===== src/rtl/dpi_aes_cfg_responder_if.sv =====
// Command/response handshake between the DPI command driver and the AES config responder.
interface dpi_aes_cfg_responder_if;
  logic        req_valid;
  logic        req_ready;
  logic [2:0]  req_op;
  logic [31:0] req_data;
  logic        rsp_valid;
  logic        rsp_ready;
  logic [31:0] rsp_data;
  logic        rsp_err;

  modport master (
    output req_valid, req_op, req_data, rsp_ready,
    input  req_ready, rsp_valid, rsp_data, rsp_err
  );

  modport slave (
    input  req_valid, req_op, req_data, rsp_ready,
    output req_ready, rsp_valid, rsp_data, rsp_err
  );
endinterface


===== src/rtl/dpi_aes_cfg_responder.sv =====
// Decodes DPI AES command words, stages key/IV in a shadow for atomic commit,
// and holds WRITE/READ bytes in a circular FIFO; one registered response per command.
module dpi_aes_cfg_responder #(
  parameter int          BUF_DEPTH = 16,
  parameter logic [31:0] SKIP_RST  = 32'd0,
  localparam int         CW        = $clog2(BUF_DEPTH+1)
) (
  input  logic                clk,
  input  logic                rst,
  dpi_aes_cfg_responder_if.slave bus,
  output logic [127:0]        key,
  output logic [127:0]        iv,
  output logic [31:0]         skip,
  output logic                key_loaded,
  output logic                iv_loaded,
  output logic                start,
  output logic [CW-1:0]       buf_count
);

  typedef enum logic [1:0] {S_IDLE, S_COLLECT, S_RESP} state_t;

  localparam logic [2:0] OP_KEY  = 3'd0;
  localparam logic [2:0] OP_IV   = 3'd1;
  localparam logic [2:0] OP_SKIP = 3'd2;
  localparam logic [2:0] OP_WR   = 3'd3;
  localparam logic [2:0] OP_RD   = 3'd4;
  localparam logic [2:0] OP_ENC  = 3'd5;

  localparam int            PW   = $clog2(BUF_DEPTH);
  localparam logic [CW-1:0] FULL = CW'(BUF_DEPTH);

  state_t                    state;
  logic                      rdy;
  logic [2:0]                cur_op;
  logic [1:0]                wcnt;
  // Only words 0..2 are staged; the 4th word commits straight from the bus.
  logic [2:0][31:0]          shadow;
  logic [BUF_DEPTH-1:0][7:0] mem;
  logic [PW-1:0]             wptr, rptr;
  logic [CW-1:0]             count;
  logic                      acc, push;

  assign bus.req_ready = rdy;
  assign buf_count     = count;
  assign acc           = bus.req_valid && rdy;
  assign push          = acc && (state == S_IDLE) && (bus.req_op == OP_WR) && (count != FULL);

  // Byte storage is not reset; emptiness is tracked by count and the pointers.
  always_ff @(posedge clk)
    if (push) mem[wptr] <= bus.req_data[7:0];

  always_ff @(posedge clk or posedge rst) begin
    if (rst) begin
      state         <= S_IDLE;
      rdy           <= 1'b1;
      cur_op        <= 3'd0;
      wcnt          <= 2'd0;
      shadow        <= '0;
      wptr          <= '0;
      rptr          <= '0;
      count         <= '0;
      bus.rsp_valid <= 1'b0;
      bus.rsp_data  <= 32'd0;
      bus.rsp_err   <= 1'b0;
      key           <= '0;
      iv            <= '0;
      skip          <= SKIP_RST;
      key_loaded    <= 1'b0;
      iv_loaded     <= 1'b0;
      start         <= 1'b0;
    end else begin
      start <= 1'b0;
      case (state)
        S_IDLE: if (acc) begin
          case (bus.req_op)
            OP_KEY, OP_IV: begin
              shadow[2] <= bus.req_data;
              wcnt      <= 2'd1;
              cur_op    <= bus.req_op;
              state     <= S_COLLECT;
            end
            default: begin
              state         <= S_RESP;
              rdy           <= 1'b0;
              bus.rsp_valid <= 1'b1;
              bus.rsp_data  <= 32'd0;
              bus.rsp_err   <= 1'b1;
              case (bus.req_op)
                OP_SKIP: begin
                  skip        <= bus.req_data;
                  bus.rsp_err <= 1'b0;
                end
                OP_WR: begin
                  if (count != FULL) begin
                    wptr         <= wptr + 1'b1;
                    count        <= count + 1'b1;
                    bus.rsp_data <= 32'(count + 1'b1);
                    bus.rsp_err  <= 1'b0;
                  end else begin
                    bus.rsp_data <= 32'(FULL);
                  end
                end
                OP_RD: begin
                  if (count != '0) begin
                    rptr         <= rptr + 1'b1;
                    count        <= count - 1'b1;
                    bus.rsp_data <= {24'd0, mem[rptr]};
                    bus.rsp_err  <= 1'b0;
                  end
                end
                OP_ENC: begin
                  if (key_loaded && iv_loaded) begin
                    start        <= 1'b1;
                    bus.rsp_data <= 32'(count);
                    bus.rsp_err  <= 1'b0;
                  end
                end
                default: ;
              endcase
            end
          endcase
        end
        S_COLLECT: if (acc) begin
          if (bus.req_op == cur_op) begin
            if (wcnt == 2'd3) begin
              if (cur_op == OP_KEY) begin
                key        <= {shadow[2], shadow[1], shadow[0], bus.req_data};
                key_loaded <= 1'b1;
              end else begin
                iv         <= {shadow[2], shadow[1], shadow[0], bus.req_data};
                iv_loaded  <= 1'b1;
              end
              state         <= S_RESP;
              rdy           <= 1'b0;
              bus.rsp_valid <= 1'b1;
              bus.rsp_data  <= 32'd0;
              bus.rsp_err   <= 1'b0;
            end else begin
              shadow[2'd2 - wcnt] <= bus.req_data;
              wcnt                <= wcnt + 2'd1;
            end
          end else begin
            // Mismatched op aborts the sequence; the offending word is dropped.
            state         <= S_RESP;
            rdy           <= 1'b0;
            bus.rsp_valid <= 1'b1;
            bus.rsp_data  <= {30'd0, wcnt};
            bus.rsp_err   <= 1'b1;
          end
        end
        S_RESP: if (bus.rsp_ready) begin
          bus.rsp_valid <= 1'b0;
          rdy           <= 1'b1;
          state         <= S_IDLE;
        end
        default: state <= S_IDLE;
      endcase
    end
  end

endmodule


===== src/flat_wrapper.sv =====
// flat-port wrapper written by rule: the top's interface ports become plain ports
module dpi_aes_cfg_responder_flat 
#(
  parameter int          BUF_DEPTH = 16,
  parameter logic [31:0] SKIP_RST  = 32'd0,
  localparam int         CW        = $clog2(BUF_DEPTH+1)
)
  (clk, rst, key, iv, skip, key_loaded, iv_loaded, start, buf_count, bus_req_valid, bus_req_op, bus_req_data, bus_rsp_ready, bus_req_ready, bus_rsp_valid, bus_rsp_data, bus_rsp_err);
  dpi_aes_cfg_responder_if bus_i ();
  input  logic clk;
  input  logic rst;
  output logic [127:0] key;
  output logic [127:0] iv;
  output logic [31:0] skip;
  output logic key_loaded;
  output logic iv_loaded;
  output logic start;
  output logic [CW-1:0] buf_count;
  input wire logic [$bits(bus_i.req_valid)-1:0] bus_req_valid;
  input wire logic [$bits(bus_i.req_op)-1:0] bus_req_op;
  input wire logic [$bits(bus_i.req_data)-1:0] bus_req_data;
  input wire logic [$bits(bus_i.rsp_ready)-1:0] bus_rsp_ready;
  output wire logic [$bits(bus_i.req_ready)-1:0] bus_req_ready;
  output wire logic [$bits(bus_i.rsp_valid)-1:0] bus_rsp_valid;
  output wire logic [$bits(bus_i.rsp_data)-1:0] bus_rsp_data;
  output wire logic [$bits(bus_i.rsp_err)-1:0] bus_rsp_err;
  assign bus_i.req_valid = bus_req_valid;
  assign bus_i.req_op = bus_req_op;
  assign bus_i.req_data = bus_req_data;
  assign bus_i.rsp_ready = bus_rsp_ready;
  assign bus_req_ready = bus_i.req_ready;
  assign bus_rsp_valid = bus_i.rsp_valid;
  assign bus_rsp_data = bus_i.rsp_data;
  assign bus_rsp_err = bus_i.rsp_err;
  dpi_aes_cfg_responder #(.BUF_DEPTH(BUF_DEPTH), .SKIP_RST(SKIP_RST)) u_core (.clk(clk), .rst(rst), .bus(bus_i), .key(key), .iv(iv), .skip(skip), .key_loaded(key_loaded), .iv_loaded(iv_loaded), .start(start), .buf_count(buf_count));
endmodule

===== config.mk =====
export PLATFORM = sky130hd
export DESIGN_NAME = dpi_aes_cfg_responder_flat
export DESIGN_NICKNAME = d
export VERILOG_FILES = /design/src/rtl/dpi_aes_cfg_responder_if.sv /design/src/rtl/dpi_aes_cfg_responder.sv /design/src/flat_wrapper.sv
export SDC_FILE = /design/constraint.sdc
export NUM_CORES = 1
export LEC_CHECK = 0
export BUFFER_PORTS_ARGS = -buffer_cell sky130_fd_sc_hd__buf_2
export CAP_MARGIN = 30
export CORE_ASPECT_RATIO = 1.5
export CORE_MARGIN = 2
export CORE_UTILIZATION = 60
export CTS_CLUSTER_DIAMETER = 150
export DETAILED_ROUTE_END_ITERATION = 6
export PLACE_DENSITY = 0.93
export SLEW_MARGIN = 10
export SYNTH_ARGS = -nofsm -noshare
export SYNTH_HDL_FRONTEND = slang
export SYNTH_SLANG_ARGS = --single-unit

===== constraint.sdc =====
create_clock -name clk -period 28.7 [get_ports clk]
set_input_delay 4.305 -clock clk [delete_from_list [all_inputs] [get_ports clk]]
set_output_delay 4.305 -clock clk [all_outputs]
set_load 0.03 [all_outputs]

# After elaboration in Yosys (flattened, before gate mapping)
# Index checks and enable logic that the tools add are counted.
dict set report classes {
  n_addsub 7
  multipliers 0
  div_mod_pow 0
  n_lt_le_gt_ge 5
  n_eq_ne 20
  shift 0
  n_mux 68
  bitwise 3
  reduce_logical 27
}
# operator count
set op_table {}
lappend op_table {{$mux 32} 9}
lappend op_table {{$mux 96} 3}
lappend op_table {{$bwmux 128} 1}
lappend op_table {{$pmux 32 s2} 2}
lappend op_table {{$bwmux 96} 1}
lappend op_table {{$pmux 32 s3} 1}
lappend op_table {{$demux 32 s2} 1}
lappend op_table {{$bmux 8 s4} 1}
lappend op_table {{$demux 8 s4} 1}
lappend op_table {{$reduce_and 5->1} 5}
lappend op_table {{$mux 1} 24}
lappend op_table {{$mux 8} 3}
lappend op_table {{$mux 2} 11}
lappend op_table {{$reduce_and 6->1} 3}
lappend op_table {{$mux 5} 3}
lappend op_table {{$reduce_and 4->1} 3}
lappend op_table {{$lt 4x5->1 const B} 2}
lappend op_table {{$ne 2x2->1 const B} 5}
lappend op_table {{$pmux 5 s2} 1}
lappend op_table {{$add 4x1->4 const B} 2}
lappend op_table {{$ne 2x1->1 const B} 4}
lappend op_table {{$logic_and 1x1->1} 7}
lappend op_table {{$add 5x1->6 const B} 1}
lappend op_table {{$eq 3x2->1 const B} 2}
lappend op_table {{27 further kinds} 34}
dict set report word_totals {
  regBits 570
  latchBits 0
  ramBits 0
  mem_bits_ro 0
  inputBits 39
  out_inout_bits 331
  elab_cells 165
  mem_count 0
}

# Logic depth before layout (Yosys ltp)
dict set report depth {
  ltp_word 10
  mapped_depth 9
  ltp_nobuf 9
}

# Worst setup path before layout
# No wires, ideal clock.
dict set report synth_timing {
  path_kind {in2reg}
  from {input port bus_req_op[0]}
  to {register u_core.mem[24] (netlist bit), enable pin}
  setup_time_ns 0.383
  t_arrival_ns 5.981
  t_required_ns 28.317
  setup_slack_ns 22.335
  cell_stages 7
  n_path_buf 2
  path_cell_list {buf_2 nand3b_1 a21oi_1 and2_1 clkbuf_1 nand2_1 nor3_1}
}
dict set report synth_between {
  elab_chain_len 3
}
# item line_no
set synth_rtl {}
lappend synth_rtl {{from (decl)} flat_wrapper.sv:20} ;# input wire logic [$bits(bus_i.req_op)-1:0] bus_req_op;
lappend synth_rtl {{$eq 3x2->1} dpi_aes_cfg_responder.sv:46} ;# assign push = acc && (state == S_IDLE) && (bus.req_op == OP_WR) && (count != FULL);
lappend synth_rtl {{$logic_and 1x1->1 (2 in series)} dpi_aes_cfg_responder.sv:46}
lappend synth_rtl {{to (signal, indexed assignment)} dpi_aes_cfg_responder.sv:50} ;# if (push) mem[wptr] <= bus.req_data[7:0];
lappend synth_rtl {{to (decl)} dpi_aes_cfg_responder.sv:38} ;# logic [BUF_DEPTH-1:0][7:0] mem;
# Every way passes these cells.
# A chain may end at the register's enable or synchronous reset.

# Worst setup path after layout
dict set report layout_timing {
  from {input port bus_req_op[0]}
  to {register u_core.iv[40]}
}
dict set report layout_between {
  elab_chain_len 2
}
# item line_no
set layout_rtl {}
lappend layout_rtl {{$eq 3x3->1} dpi_aes_cfg_responder.sv:124} ;# if (bus.req_op == cur_op) begin
lappend layout_rtl {{$reduce_and 5->1 (no source line)} n/a}
lappend layout_rtl {{to (signal assigned)} dpi_aes_cfg_responder.sv:130} ;# iv <= {shadow[2], shadow[1], shadow[0], bus.req_data};
lappend layout_rtl {{to (decl)} dpi_aes_cfg_responder.sv:12} ;# output logic [127:0] iv,
# Every way passes these cells.

==> run metrics <==
Worst setup EP type=flip-flop; distinct cell type count after synthesis=56; sequential share of power=0.530; share of cells above drive strength 1=0.318; Worst Tran Pin Value=roughly 0.97 ns; Worst setup SP type=input port; Sw Share=0.202; post-synth top area cell=dfrtp_1; f_max=154 MHz; Clock Sinks=about 550; placed cell count=approximately 2000; slowest CP cell=buf_4; gr ovfl total=0; cells resized by post-CTS repair=0; synthesized cell area=~21000 sq um; All-Layer GR Usage=0.275; core area=35100 sq um; drt total wl=slightly above 50000 microns; DRC=0; sequential area share after synthesis=0.669; Core Rows=84; Starting DRT DRC Count=~730; pins over their slew limit=0; total CTS buffers=between 40 and 50; NumNets Final=1664; Vias/cell=5.74; Yosys reg bits=between 500 and 600; Post-synth top flop=dfrtp_1; Horiz. Die Dim=roughly 160 microns; setup TNS=0 ns; Max Buffers Root-to-Sink=3; port bufs=345; Mean Syn Cell Area=17.1 sq um; warnings from Yosys=0; CP required=between 20 and 30 ns; Post-synth EDFFs=between 100 and 150; post-route ant nets=0; CP arrival=between 6 and 7 ns; skew final=0.0146 ns; P&R area growth vs syn=18.2%; largest net degree at the start of global routing=111; Post-synth ARST share=0.766; commonest cells in the netlist=417 x dfrtp_1, 356 x mux2_1, 128 x edfxtp_1, 43 x buf_2, 34 x mux4_2; Post-CTS Setup Bufs=0; CTS tree=done; family with the most delay on the worst path=buffers and inverters; top cell type's share of synthesized area=0.488; global-route wire length before repair=about 77000 microns; Finished Layout Cells=~2100; clock root cell=clkbuf_16; Clock H-tree levels=2; Max Cap Viol=0; status=completed; Max stage delay on crit path=between 0.7 and 0.8 ns; CTS Hold Bufs=0; routed via count=12166; critical path class=input port to flip-flop; minimum clock period=6.49 ns; VDD IR max=0.0586 mV; fill cell count=between 2000 and 2500; Gate power share=0.020; Setup Viol. Count Final=0; hold crit path type=flip-flop to flip-flop; Switch Pwr=0.303 mW; Max-slew headroom=0.347; Reg clk slew, reported paths=roughly 0.06 ns; crit-path most repeated cell=buf_4; Lkg Pwr=around 13 nW; Internal=~1.2 mW; Initial Utilization=0.609; Worst Path Max Fanout=62; Final Hold Viols=0; Pre-antenna DRT Iters=5; clock share of power=0.450; GP Congestion=0.860; unrepaired setup endpoints after global routing=false; # IOs=370; initial antenna violation count=0; worst skew pair latency=around 0.56 ns; routed length per instance=~24 microns; hpwl dp=around 33000 microns; Synth area leaders=dfrtp_1 49%, mux2_1 19%, edfxtp_1 18%; Power per Cell Area=59.3 nW/um^2; die area=~37000 sq um; worst path cell trace=buf_2, xnor2_1, nand3_2, nor2_1, nand3b_1, buf_4, buf_4, mux2_1; DIE HEIGHT=roughly 240 microns; Worst Path Buf+Inv=3; Cells after Synth=roughly 1300; number of global-route vias before repair=about 13000; Tcrit/Tclk final=0.226; n_diodes=0; most common cell in the netlist=dfrtp_1
## sequential cells by signal (all words and copies together), names as in the netlist
signal / cells
u_core.bus.rsp_err: 1
u_core.cur_op: 3
u_core.mem: 128
u_core.wptr: 4
u_core.start: 1
u_core.key: 128
u_core.skip: 32
u_core.state: 2
u_core.iv_loaded: 1
u_core.bus.req_ready: 1
u_core.bus.rsp_valid: 1
u_core.key_loaded: 1
u_core.iv: 128
u_core.wcnt: 2
u_core.buf_count: 5
u_core.bus.rsp_data: 8
u_core.rptr: 4
u_core.shadow: 96
## cells by family after synthesis
kind of cell	synth area share
AO/OA/AOI/OAI	0.0176
XOR/XNOR	0.00574
AND/OR/NAND/NOR	0.0237
flip-flops	0.669
buffers and inverters	0.0252
other	0.000175
multiplexers	0.249
adder cells (fa/ha/maj)	0.00913
## worst paths after layout
check,to,slack (ns),from,cells after the start
setup / recovery,u_core.iv[40],22.21,bus_req_op[0],8
hold / removal,u_core.iv[95],0.48,u_core.iv[95],1
setup reg to reg,u_core.iv[40],25.55,u_core.state[1],7
hold reg to reg,u_core.iv[95],0.48,u_core.iv[95],1
max in group asynchronous,u_core.iv[54],22.68,rst,5
min in group asynchronous,u_core.iv[6],3.84,rst,2
## routing by layer
layer	track usage	vias to the layer above	part of all wire
met5	0	-	0
li1	-	5233	-
met2	0.479	455	0.53
met3	0.0606	147	0.060
met1	0.316	6331	0.35
met4	0.140	0	0.056
## stage by stage
step	total power, mW	instance area (sq um)	worst slack, ns	util	hold WS, ns
2_1_floorplan	0.828	21500	12.76	-	0.469
3_3_place_gp	0.838	23400	21.56	0.668	0.469
3_5_place_dp	0.840	23500	21.68	0.671	0.475
4_1_cts	1.51	25200	22.25	0.718	0.489
5_1_grt	1.54	25300	22.08	0.719	0.498
6_report	1.50	25300	22.21	0.719	0.485
## area by class of cell
| class | count | area, sq um | share of cell area |
|---|---|---|---|
| sequential | 546 | 14300 | 0.566 |
| multi-input combinational | 634 | 6640 | 0.263 |
| timing repair buffer | 370 | 2020 | 0.0800 |
| clock buffer | 61 | 1310 | 0.0519 |
| tap | 473 | 592 | 0.0234 |
| clock inverter | 24 | 347 | 0.0137 |
| inverter | 11 | 48.8 | 0.00193 |
## cell usage in the layout (no fill, tap or decap), drive strengths merged, types with 14 or more instances in the layout
cell type	instances
conb	24
mux2	387
dfrtp	417
buf	370
clkbuf	61
nor2	25
ha	14
nand2	22
mux4	34
edfxtp	128
## power by group through the flow
stage	Combinational (mW)	Clock [mW]	Sequential, mW
6_report	0.0301	0.673	0.795
5_1_grt	0.0342	0.711	0.794
4_1_cts	0.0299	0.683	0.795
3_5_place_dp	0.0299	0	0.810
3_3_place_gp	0.0284	0	0.810
2_1_floorplan	0.0178	0	0.810
Power figures use the tool's default switching activity.
